**src/rtl/multiword_add_pkg.sv**
```systemverilog
// Shared types and helpers for the multi-word add sequencer.
// Word width, FSM state encoding and per-word carry-out recovery.
package multiword_add_pkg;
  localparam int WORD_W = 32;

  typedef enum logic {S_IDLE, S_BUSY} seq_state_t;

  // The adder core exposes no carry-out; rebuild it from the operand and sum MSBs.
  function automatic logic word_carry(input logic a31, input logic b31, input logic s31);
    return (a31 & b31) | ((a31 ^ b31) & ~s31);
  endfunction
endpackage

```
**src/rtl/multiword_add_seq_cla.sv**
```systemverilog
// CLAAdder: 32-bit combinational carry-look-ahead adder, 4-bit lookahead groups.
// Reports the sum and the signed overflow of the word.
module CLAAdder (
  input  logic [31:0] a,
  input  logic [31:0] b,
  input  logic        cin,
  output logic [31:0] sum,
  output logic        ovf
);
  logic [31:0] w_g, w_p, w_s;
  logic [3:0]  w_gk, w_pk, w_cc;
  logic        w_c, w_c4, w_c31;

  assign w_g = a & b;
  assign w_p = a ^ b;

  always_comb begin
    w_s   = '0;
    w_gk  = '0;
    w_pk  = '0;
    w_cc  = '0;
    w_c4  = 1'b0;
    w_c31 = 1'b0;
    w_c   = cin;
    for (int k = 0; k < 8; k++) begin
      w_gk = w_g[4*k +: 4];
      w_pk = w_p[4*k +: 4];
      w_cc[0] = w_c;
      w_cc[1] = w_gk[0] | (w_pk[0] & w_c);
      w_cc[2] = w_gk[1] | (w_pk[1] & w_gk[0]) | (w_pk[1] & w_pk[0] & w_c);
      w_cc[3] = w_gk[2] | (w_pk[2] & w_gk[1]) | (w_pk[2] & w_pk[1] & w_gk[0])
              | (w_pk[2] & w_pk[1] & w_pk[0] & w_c);
      w_c4    = w_gk[3] | (w_pk[3] & w_gk[2]) | (w_pk[3] & w_pk[2] & w_gk[1])
              | (w_pk[3] & w_pk[2] & w_pk[1] & w_gk[0]) | ((&w_pk) & w_c);
      w_s[4*k +: 4] = w_pk ^ w_cc;
      if (k == 7) w_c31 = w_cc[3];
      w_c = w_c4;
    end
  end

  assign sum = w_s;
  assign ovf = w_c ^ w_c31;
endmodule

```
**src/rtl/multiword_add_seq.sv**
```systemverilog
// Streams a WORDS*32-bit add one word per beat, LS word first, chaining carry
// across beats; one-deep registered output with valid/ready on both sides.
module multiword_add_seq
  import multiword_add_pkg::*;
#(
  parameter int WORDS = 4,
  parameter int W     = WORD_W
) (
  input  logic         clk,
  input  logic         rst,
  input  logic         in_valid,
  output logic         in_ready,
  input  logic [W-1:0] in_a,
  input  logic [W-1:0] in_b,
  input  logic         in_cin,
  output logic         out_valid,
  input  logic         out_ready,
  output logic [W-1:0] out_sum,
  output logic         out_last,
  output logic         out_carry,
  output logic         out_overflow
);
  localparam int               IDX_W    = (WORDS > 1) ? $clog2(WORDS) : 1;
  localparam logic [IDX_W-1:0] LAST_IDX = IDX_W'(WORDS - 1);

  seq_state_t       r_state, w_state_nxt;
  logic [IDX_W-1:0] r_idx, w_idx_nxt;
  logic             r_carry, w_carry_nxt;
  logic             r_out_valid, r_out_last, r_out_carry, r_out_ovf;
  logic [W-1:0]     r_out_sum, w_sum;
  logic             w_acc, w_cin, w_c, w_ovf, w_last;

  assign in_ready = !rst && (!r_out_valid || out_ready);
  assign w_acc    = in_valid && in_ready;
  assign w_cin    = (r_state == S_IDLE) ? in_cin : r_carry;
  assign w_last   = (r_idx == LAST_IDX);

  CLAAdder u_cla (
    .a   (in_a),
    .b   (in_b),
    .cin (w_cin),
    .sum (w_sum),
    .ovf (w_ovf)
  );

  assign w_c = word_carry(in_a[W-1], in_b[W-1], w_sum[W-1]);

  always_ff @(posedge clk) begin
    if (rst) begin
      r_state <= S_IDLE;
      r_idx   <= '0;
      r_carry <= 1'b0;
    end else begin
      r_state <= w_state_nxt;
      r_idx   <= w_idx_nxt;
      r_carry <= w_carry_nxt;
    end
  end

  always_comb begin
    w_state_nxt = r_state;
    w_idx_nxt   = r_idx;
    w_carry_nxt = r_carry;
    if (w_acc) begin
      if (w_last) begin
        w_state_nxt = S_IDLE;
        w_idx_nxt   = '0;
        w_carry_nxt = 1'b0;
      end else begin
        w_state_nxt = S_BUSY;
        w_idx_nxt   = r_idx + IDX_W'(1);
        w_carry_nxt = w_c;
      end
    end
  end

  // Reload on accept also covers the same-cycle drain, so valid never bubbles.
  always_ff @(posedge clk) begin
    if (rst) begin
      r_out_valid <= 1'b0;
      r_out_sum   <= '0;
      r_out_last  <= 1'b0;
      r_out_carry <= 1'b0;
      r_out_ovf   <= 1'b0;
    end else if (w_acc) begin
      r_out_valid <= 1'b1;
      r_out_sum   <= w_sum;
      r_out_last  <= w_last;
      r_out_carry <= w_last & w_c;
      r_out_ovf   <= w_last & w_ovf;
    end else if (out_ready) begin
      r_out_valid <= 1'b0;
    end
  end

  assign out_valid    = r_out_valid;
  assign out_sum      = r_out_sum;
  assign out_last     = r_out_last;
  assign out_carry    = r_out_carry;
  assign out_overflow = r_out_ovf;
endmodule
```
**config.mk**
```make
export PLATFORM = sky130hd
export DESIGN_NAME = multiword_add_seq
export DESIGN_NICKNAME = d
export VERILOG_FILES = /design/src/rtl/multiword_add_pkg.sv /design/src/rtl/multiword_add_seq_cla.sv /design/src/rtl/multiword_add_seq.sv
export SDC_FILE = /design/constraint.sdc
export NUM_CORES = 1
export LEC_CHECK = 0
export ABC_AREA = 1
export BUFFER_PORTS_ARGS = -buffer_cell sky130_fd_sc_hd__buf_2
export CORE_AREA = 10 10 125 70
export DETAILED_ROUTE_END_ITERATION = 10
export DIE_AREA = 0 0 135 80
export PLACE_DENSITY = 0.85
export REMOVE_ABC_BUFFERS = 1
export SLEW_MARGIN = 20
export SYNTH_ARGS = -nofsm -noshare
export SYNTH_HDL_FRONTEND = slang
export SYNTH_HIERARCHICAL = 1
export SYNTH_SLANG_ARGS = --single-unit
```
**constraint.sdc**
```tcl
create_clock -name clk -period 2.4 [get_ports clk]
set_input_delay 0.24 -clock clk [delete_from_list [all_inputs] [get_ports clk]]
set_output_delay 0.24 -clock clk [all_outputs]
set_load 0.005 [all_outputs]
```
# After elaboration in Yosys (flattened, before gate mapping)
# Cells that the tools add are included.
totals:
  reg_bits: 40
  out_inout_bits: 37
  wordCells: 248
  inputBits: 69
op_classes:
  n_bitwise: 218
  reduce_logical: 14
  muxes: 6
  addsub: 1
  eq_ne: 1
ops:
  columns: ["operator", "count"]
  rows:
  - ["AND 1 bit", 124]
  - ["bitwise OR 1 bit", 81]
  - ["AND 32 bit", 1]
  - ["AND reduction 4 bit", 8]
  - ["bitwise XOR 32 bit", 1]
  - ["bitwise XOR 4 bit", 8]
  - ["2-to-1 mux 1 bit", 5]
  - ["adder 2 x 1 -> 2 bit (second input constant)", 1]
  - ["equality test 2 bit (second input constant)", 1]
  - ["logical AND 1 bit", 2]
  - ["logical NOT 1 bit", 2]
  - ["2-to-1 mux 2 bit", 1]
  - ["nonzero test 2 bit", 1]
  - ["bitwise XOR 1 bit", 2]
  - ["logical OR 1 bit", 1]
  - ["NOT 1 bit", 1]

# Depth between registers and ports, before layout
depth:
  ltp_word: 25
  depth_mapped: 28

# Modules after synthesis
# The synthesis kept the hierarchy.
by_module_without_submodules:
  columns: ["mod", "area_each_um2", "n_inst", "seq_area_each_um2", "cells_each"]
  rows:
  - ["multiword_add_seq", 1506.4, 1, 800.8, 192]
  - ["CLAAdder", 1387.6, 1, 0.0, 186]

# Least setup slack after synthesis
# Ideal clock, no wire load.
synth_path:
  kind: "register to register"
  startpoint: "register r_state"
  endpoint: "register r_out_sum[29] (netlist: out_sum[29])"
  path_slack_ns: 0.022
  path_stages_with_launch: 22
  setup_time_ns: 0.113
  arrival_time_ns: 2.265
  path_cell_list: "dfxtp_1 mux2_2 nand2_1 nand2_1 nand3_2 nand2_2 nand2_2 nand2_2 nand2_2 nand2_4 nand2_2 nand2_2 nand2_2 nand2_4 nand2_4 nand2_4 nand2_4 nand2_4 fa_1 xor2_1 nand2_1 nand2_1"
synth_between:
  elab_chain_len: 18
synth_rtl:
  columns: ["item", "line", "rtl"]
  rows:
  - ["from (decl)", "multiword_add_seq.sv:26", "seq_state_t r_state, w_state_nxt;"]
  - ["from (signal assigned)", "multiword_add_seq.sv:54", "r_state <= w_state_nxt;"]
  - ["2-to-1 mux 1 bit", "multiword_add_seq.sv:35", "assign w_cin = (r_state == S_IDLE) ? in_cin : r_carry;"]
  - ["named net w_cin", "multiword_add_seq.sv:31", "logic w_acc, w_cin, w_c, w_ovf, w_last;"]
  - ["AND 1 bit", "multiword_add_seq_cla.sv:34", "| (w_pk[3] & w_pk[2] & w_pk[1] & w_gk[0]) | ((&w_pk) & w_c);"]
  - ["bitwise OR 1 bit", "multiword_add_seq_cla.sv:34", null]
  - ["AND 1 bit", "multiword_add_seq_cla.sv:34", null]
  - ["bitwise OR 1 bit", "multiword_add_seq_cla.sv:34", null]
  - ["AND 1 bit", "multiword_add_seq_cla.sv:34", null]
  - ["bitwise OR 1 bit", "multiword_add_seq_cla.sv:34", null]
  - ["[... 4 more ...]", null, null]
  - ["AND 1 bit", "multiword_add_seq_cla.sv:34", null]
  - ["bitwise OR 1 bit", "multiword_add_seq_cla.sv:34", null]
  - ["AND 1 bit", "multiword_add_seq_cla.sv:34", null]
  - ["bitwise OR 1 bit", "multiword_add_seq_cla.sv:34", null]
  - ["AND 1 bit", "multiword_add_seq_cla.sv:29", "w_cc[1] = w_gk[0] | (w_pk[0] & w_c);"]
  - ["bitwise OR 1 bit", "multiword_add_seq_cla.sv:29", null]
  - ["bitwise XOR 4 bit", "multiword_add_seq_cla.sv:35", "w_s[4*k +: 4] = w_pk ^ w_cc;"]
  - ["named net w_sum[29]", "multiword_add_seq.sv:30", "logic [W-1:0] r_out_sum, w_sum;"]
  - ["to (signal assigned)", "multiword_add_seq.sv:87", "r_out_sum <= w_sum;"]
  - ["to (decl)", "multiword_add_seq.sv:30", null]
# The timed path passes the listed nets, and every way through them passes these cells.
# A chain may end at the register's enable or synchronous reset.

# Worst setup path in the final report
layout_path:
  startpoint: "register r_state"
  endpoint: "register r_carry"
layout_between:
  elab_chain_len: 22
layout_rtl:
  columns: ["item", "line", "rtl"]
  rows:
  - ["2-to-1 mux 1 bit", "multiword_add_seq.sv:35", null]
  - ["named net w_cin", "multiword_add_seq.sv:31", null]
  - ["AND 1 bit", "multiword_add_seq_cla.sv:34", null]
  - ["bitwise OR 1 bit", "multiword_add_seq_cla.sv:34", null]
  - ["AND 1 bit", "multiword_add_seq_cla.sv:34", null]
  - ["bitwise OR 1 bit", "multiword_add_seq_cla.sv:34", null]
  - ["AND 1 bit", "multiword_add_seq_cla.sv:34", null]
  - ["bitwise OR 1 bit", "multiword_add_seq_cla.sv:34", null]
  - ["[... 8 more ...]", null, null]
  - ["AND 1 bit", "multiword_add_seq_cla.sv:32", "| (w_pk[2] & w_pk[1] & w_pk[0] & w_c);"]
  - ["bitwise OR 1 bit", "multiword_add_seq_cla.sv:32", null]
  - ["bitwise XOR 4 bit", "multiword_add_seq_cla.sv:35", null]
  - ["named net w_sum[31]", "multiword_add_seq.sv:30", null]
  - ["NOT 1 bit", "multiword_add_pkg.sv:10", "return (a31 & b31) | ((a31 ^ b31) & ~s31);"]
  - ["AND 1 bit", "multiword_add_pkg.sv:10", null]
  - ["bitwise OR 1 bit", "multiword_add_pkg.sv:10", null]
  - ["2-to-1 mux 1 bit", "multiword_add_seq.sv:65", "if (w_last) begin"]
  - ["to (signal assigned)", "multiword_add_seq.sv:56", "r_carry <= w_carry_nxt;"]
  - ["to (decl)", "multiword_add_seq.sv:28", "logic r_carry, w_carry_nxt;"]
# The timed path passes the listed nets, and every way through them passes these cells.

==> run_results.csv <==
group,metric,value,unit
synthesis,synth_compound_area_frac,0.0752,
grt,use_met1,0.131,
cells_and_area,final_common_cell,"nand2_1",
floorplanning,die_w,135,um
critical_path,worstPathMaxFanout,5,
run,max-cap-violations,0,
sta,setup_viol,2,
drt,num_vias,2819,
drt,drc_errors,0,
outcome,violations,"negative setup slack",
cells_and_area,diodes,0,
clocking,cts_hold_buf,0,
synthesis,ys_seq_area_frac,0.277,
grt,busiest_layer,"met2",
critical_path,arrival,2.65,ns
grt,grt_usage,0.138,
place,place_inst,584,
power_and_ir_drop,p_leak,2.17,nW
sta,worst_pin_slew,0.620,ns
grt,antenna_found_initial,0,
floorplanning,die-area,10800,um2
synthesis,synth_area,2890,um2
synthesis,ys.flop_type,"dfxtp_1",
critical_path,end_kind,"flop",
clocking,cts_buffers,5,
critical_path,slowest_delay,0.33,ns
cells_and_area,nets,616,
drt,drt_iter0_drc,109,
synthesis,synth-xor-area-share,0.0636,
critical_path,cp_slowest_cell,"dfxtp_2",
floorplanning,start_util,0.442,
sta,rsz0062_at_grt,"yes",
power_and_ir_drop,power.density,582,nW/um2
outcome,status,"complete, but fails checks",
clocking,cts.sinks,40,
worst_hold_path,hold_class,"primary input to flop",
place,preCtsSetupSlack,-0.168,ns
sta,period_share,1.02,
drt,firstDrtPassIters,4,
cells_and_area,drive_above_1_share,0.362,
sta,fmax,0.410,GHz
sta,skew,0.00320,ns
synthesis,yosysWarnings,6,
grt,grt_max_degree,41,
clocking,clock_latency,0.28,ns
critical_path,startpoint_type,"flop",
clocking,cts_tree,"done",
critical_path,cp.required,2.62,ns
grt,grtUsageMet2,0.271,
clocking,clk_pin_slew,0.06,ns
clocking,clock_path_buffers,2,
place,place_hpwl,6070,um
sta,slew_headroom,0.586,
sta,finalSetupTns,-0.0402,ns
synthesis,synth_top_family_by_area,"simple AND/OR/NAND/NOR gates",
floorplanning,io_pins,106,
place,gp_congestion,0.802,
sta,min_period,2.44,ns
synthesis,synth_area_per_cell,7.66,um2
critical_path,worst_path_most_repeated_cell,"nand2_2",
clocking,htree_levels,2,
cells_and_area,syn2layout_area_growth,34.3,%
synthesis,synth_fa_ha_area_frac,0.202,
sta,fin_ws,-0.0364,ns
sta,hold_viol,0,
place,io_buffers,105,
synthesis,muxShareOfSynthArea,0.00389,
grt,gr-total-overflow,0,
cells_and_area,stdcell_count,598,
clocking,cts_root_buffer,"clkbuf_16",
grt,grt_util_met3,0.0383,
synthesis,synth-async-reset-ratio,0,
synthesis,synth_seq_cells,40,
sta,drv_slew,0,
drt,ant_nets,0,
floorplanning,core_area,6540,um2
synthesis,netlist_instances,378,
drt,wire_per_inst,13.0,um
floorplanning,die_h,80,um
power_and_ir_drop,peakVddDrop,0.326,mV
synthesis,synth_cell_type_count,30,
drt,routed_wl,7780,um
cells_and_area,layout_common_cells,"nand2_1, buf_2, nand3_1",
synthesis,synth_edf_count,0,
synthesis,synthSimpleGateAreaFrac,0.307,
grt,grt_pass1_vias,2888,
drt,via_per_inst,4.71,
floorplanning,rows,21,
grt,grt_pass1_wl,12500,um
critical_path,criticalPathCategory,"flop to flop",
[what timing repair did]
item | CTS | global route
pin swaps | 5 | 12
setup buffers | 3 | 3
resized for setup | 5 | 18
endpoints found under the setup margin | 6 | 9
[state kept, by name, summed over array words and instances, names as in the netlist]
signal,flops
out_sum,32
out_last,1
out_overflow,1
r_idx,2
out_carry,1
r_carry,1
r_state,1
out_valid,1
[cell families (layout without fill, tap and decap cells)]
| group | count (synthesis) | count (layout) |
|---|---|---|
| muxes | 1 | 1 |
| AOI/OAI and AO/OA | 35 | 35 |
| buffers and inverters | 44 | 172 |
| adders and majority gates | 42 | 42 |
| and+or+nand+nor | 195 | 195 |
| xor gates and xnor gates | 21 | 21 |
| DFF | 40 | 40 |
[worst max-delay path, delay by kind of cell, from the launching register on]
family / cells / cell delay [ns]
AO/OA/AOI/OAI: 2 / 0.28
buffers and inverters: 1 / 0.05
flip-flops: 1 / 0.33
multiplexers: 1 / 0.31
AND/OR/NAND/NOR: 22 / 1.40
[worst paths after layout]
check             startpoint  endpoint  slack, ns  cells after the start
setup / recovery     r_state   r_carry      -0.04                     26
hold / removal           rst   r_state       0.20                      2
setup reg to reg     r_state   r_carry      -0.04                     26
hold reg to reg     out_last  out_last       0.46                      2
[power by group]
| group | internal [W] | switching, W |
|---|---|---|
| combinational | 0.000347 | 0.000377 |
| sequential | 0.000745 | 0.0000418 |
| clock | 0.000489 | 0.000261 |
[layout make-up]
type	count	area, um2
clock buffers	6	129
fillers	581	2660
repair buffers	131	732
inverters	33	124
clock inverters	2	35.0
well taps	92	115
multi-input cells	294	1950
flip-flops and latches	40	802
[metal layers]
metal | share of wire | up-vias
met3 | 0.046 | 25
met5 | 0 | -
met4 | 0.029 | 0
li1 | - | 1471
met2 | 0.55 | 51
met1 | 0.37 | 1272
[Yosys cell counts, types with 2 or more instances]
cell type / instances / area, um2
buf_2: 4 / 20.0
fa_1: 8 / 160
inv_2: 2 / 7.51
xnor2_1: 8 / 70.1
xor2_1: 13 / 114
o21bai_1: 2 / 15.0
nand3_2: 2 / 20.0
dfxtp_1: 40 / 801
o21ai_0: 2 / 10.0
a21oi_1: 23 / 115
nand2_2: 11 / 68.8
buf_6: 3 / 33.8
nor3_1: 2 / 10.0
nor2_1: 12 / 45.0
buf_4: 4 / 30.0
inv_1: 30 / 113
nand2_4: 6 / 67.6
a21oi_2: 4 / 35.0
nand3_1: 43 / 215
ha_1: 34 / 425
nand2_1: 116 / 435
[through the flow]
step                hold slack [ns]  utilization  total power (W)  cell area (um2)
floorplan                     0.309            -          0.00120             2810
global placement              0.441        0.550          0.00146             3600
detailed placement            0.453        0.550          0.00148             3600
CTS                           0.198        0.581          0.00224             3800
global route                  0.202        0.594          0.00241             3890
finish                        0.198        0.594          0.00226             3890
Note: power is estimated with default switching activity, not from simulation.
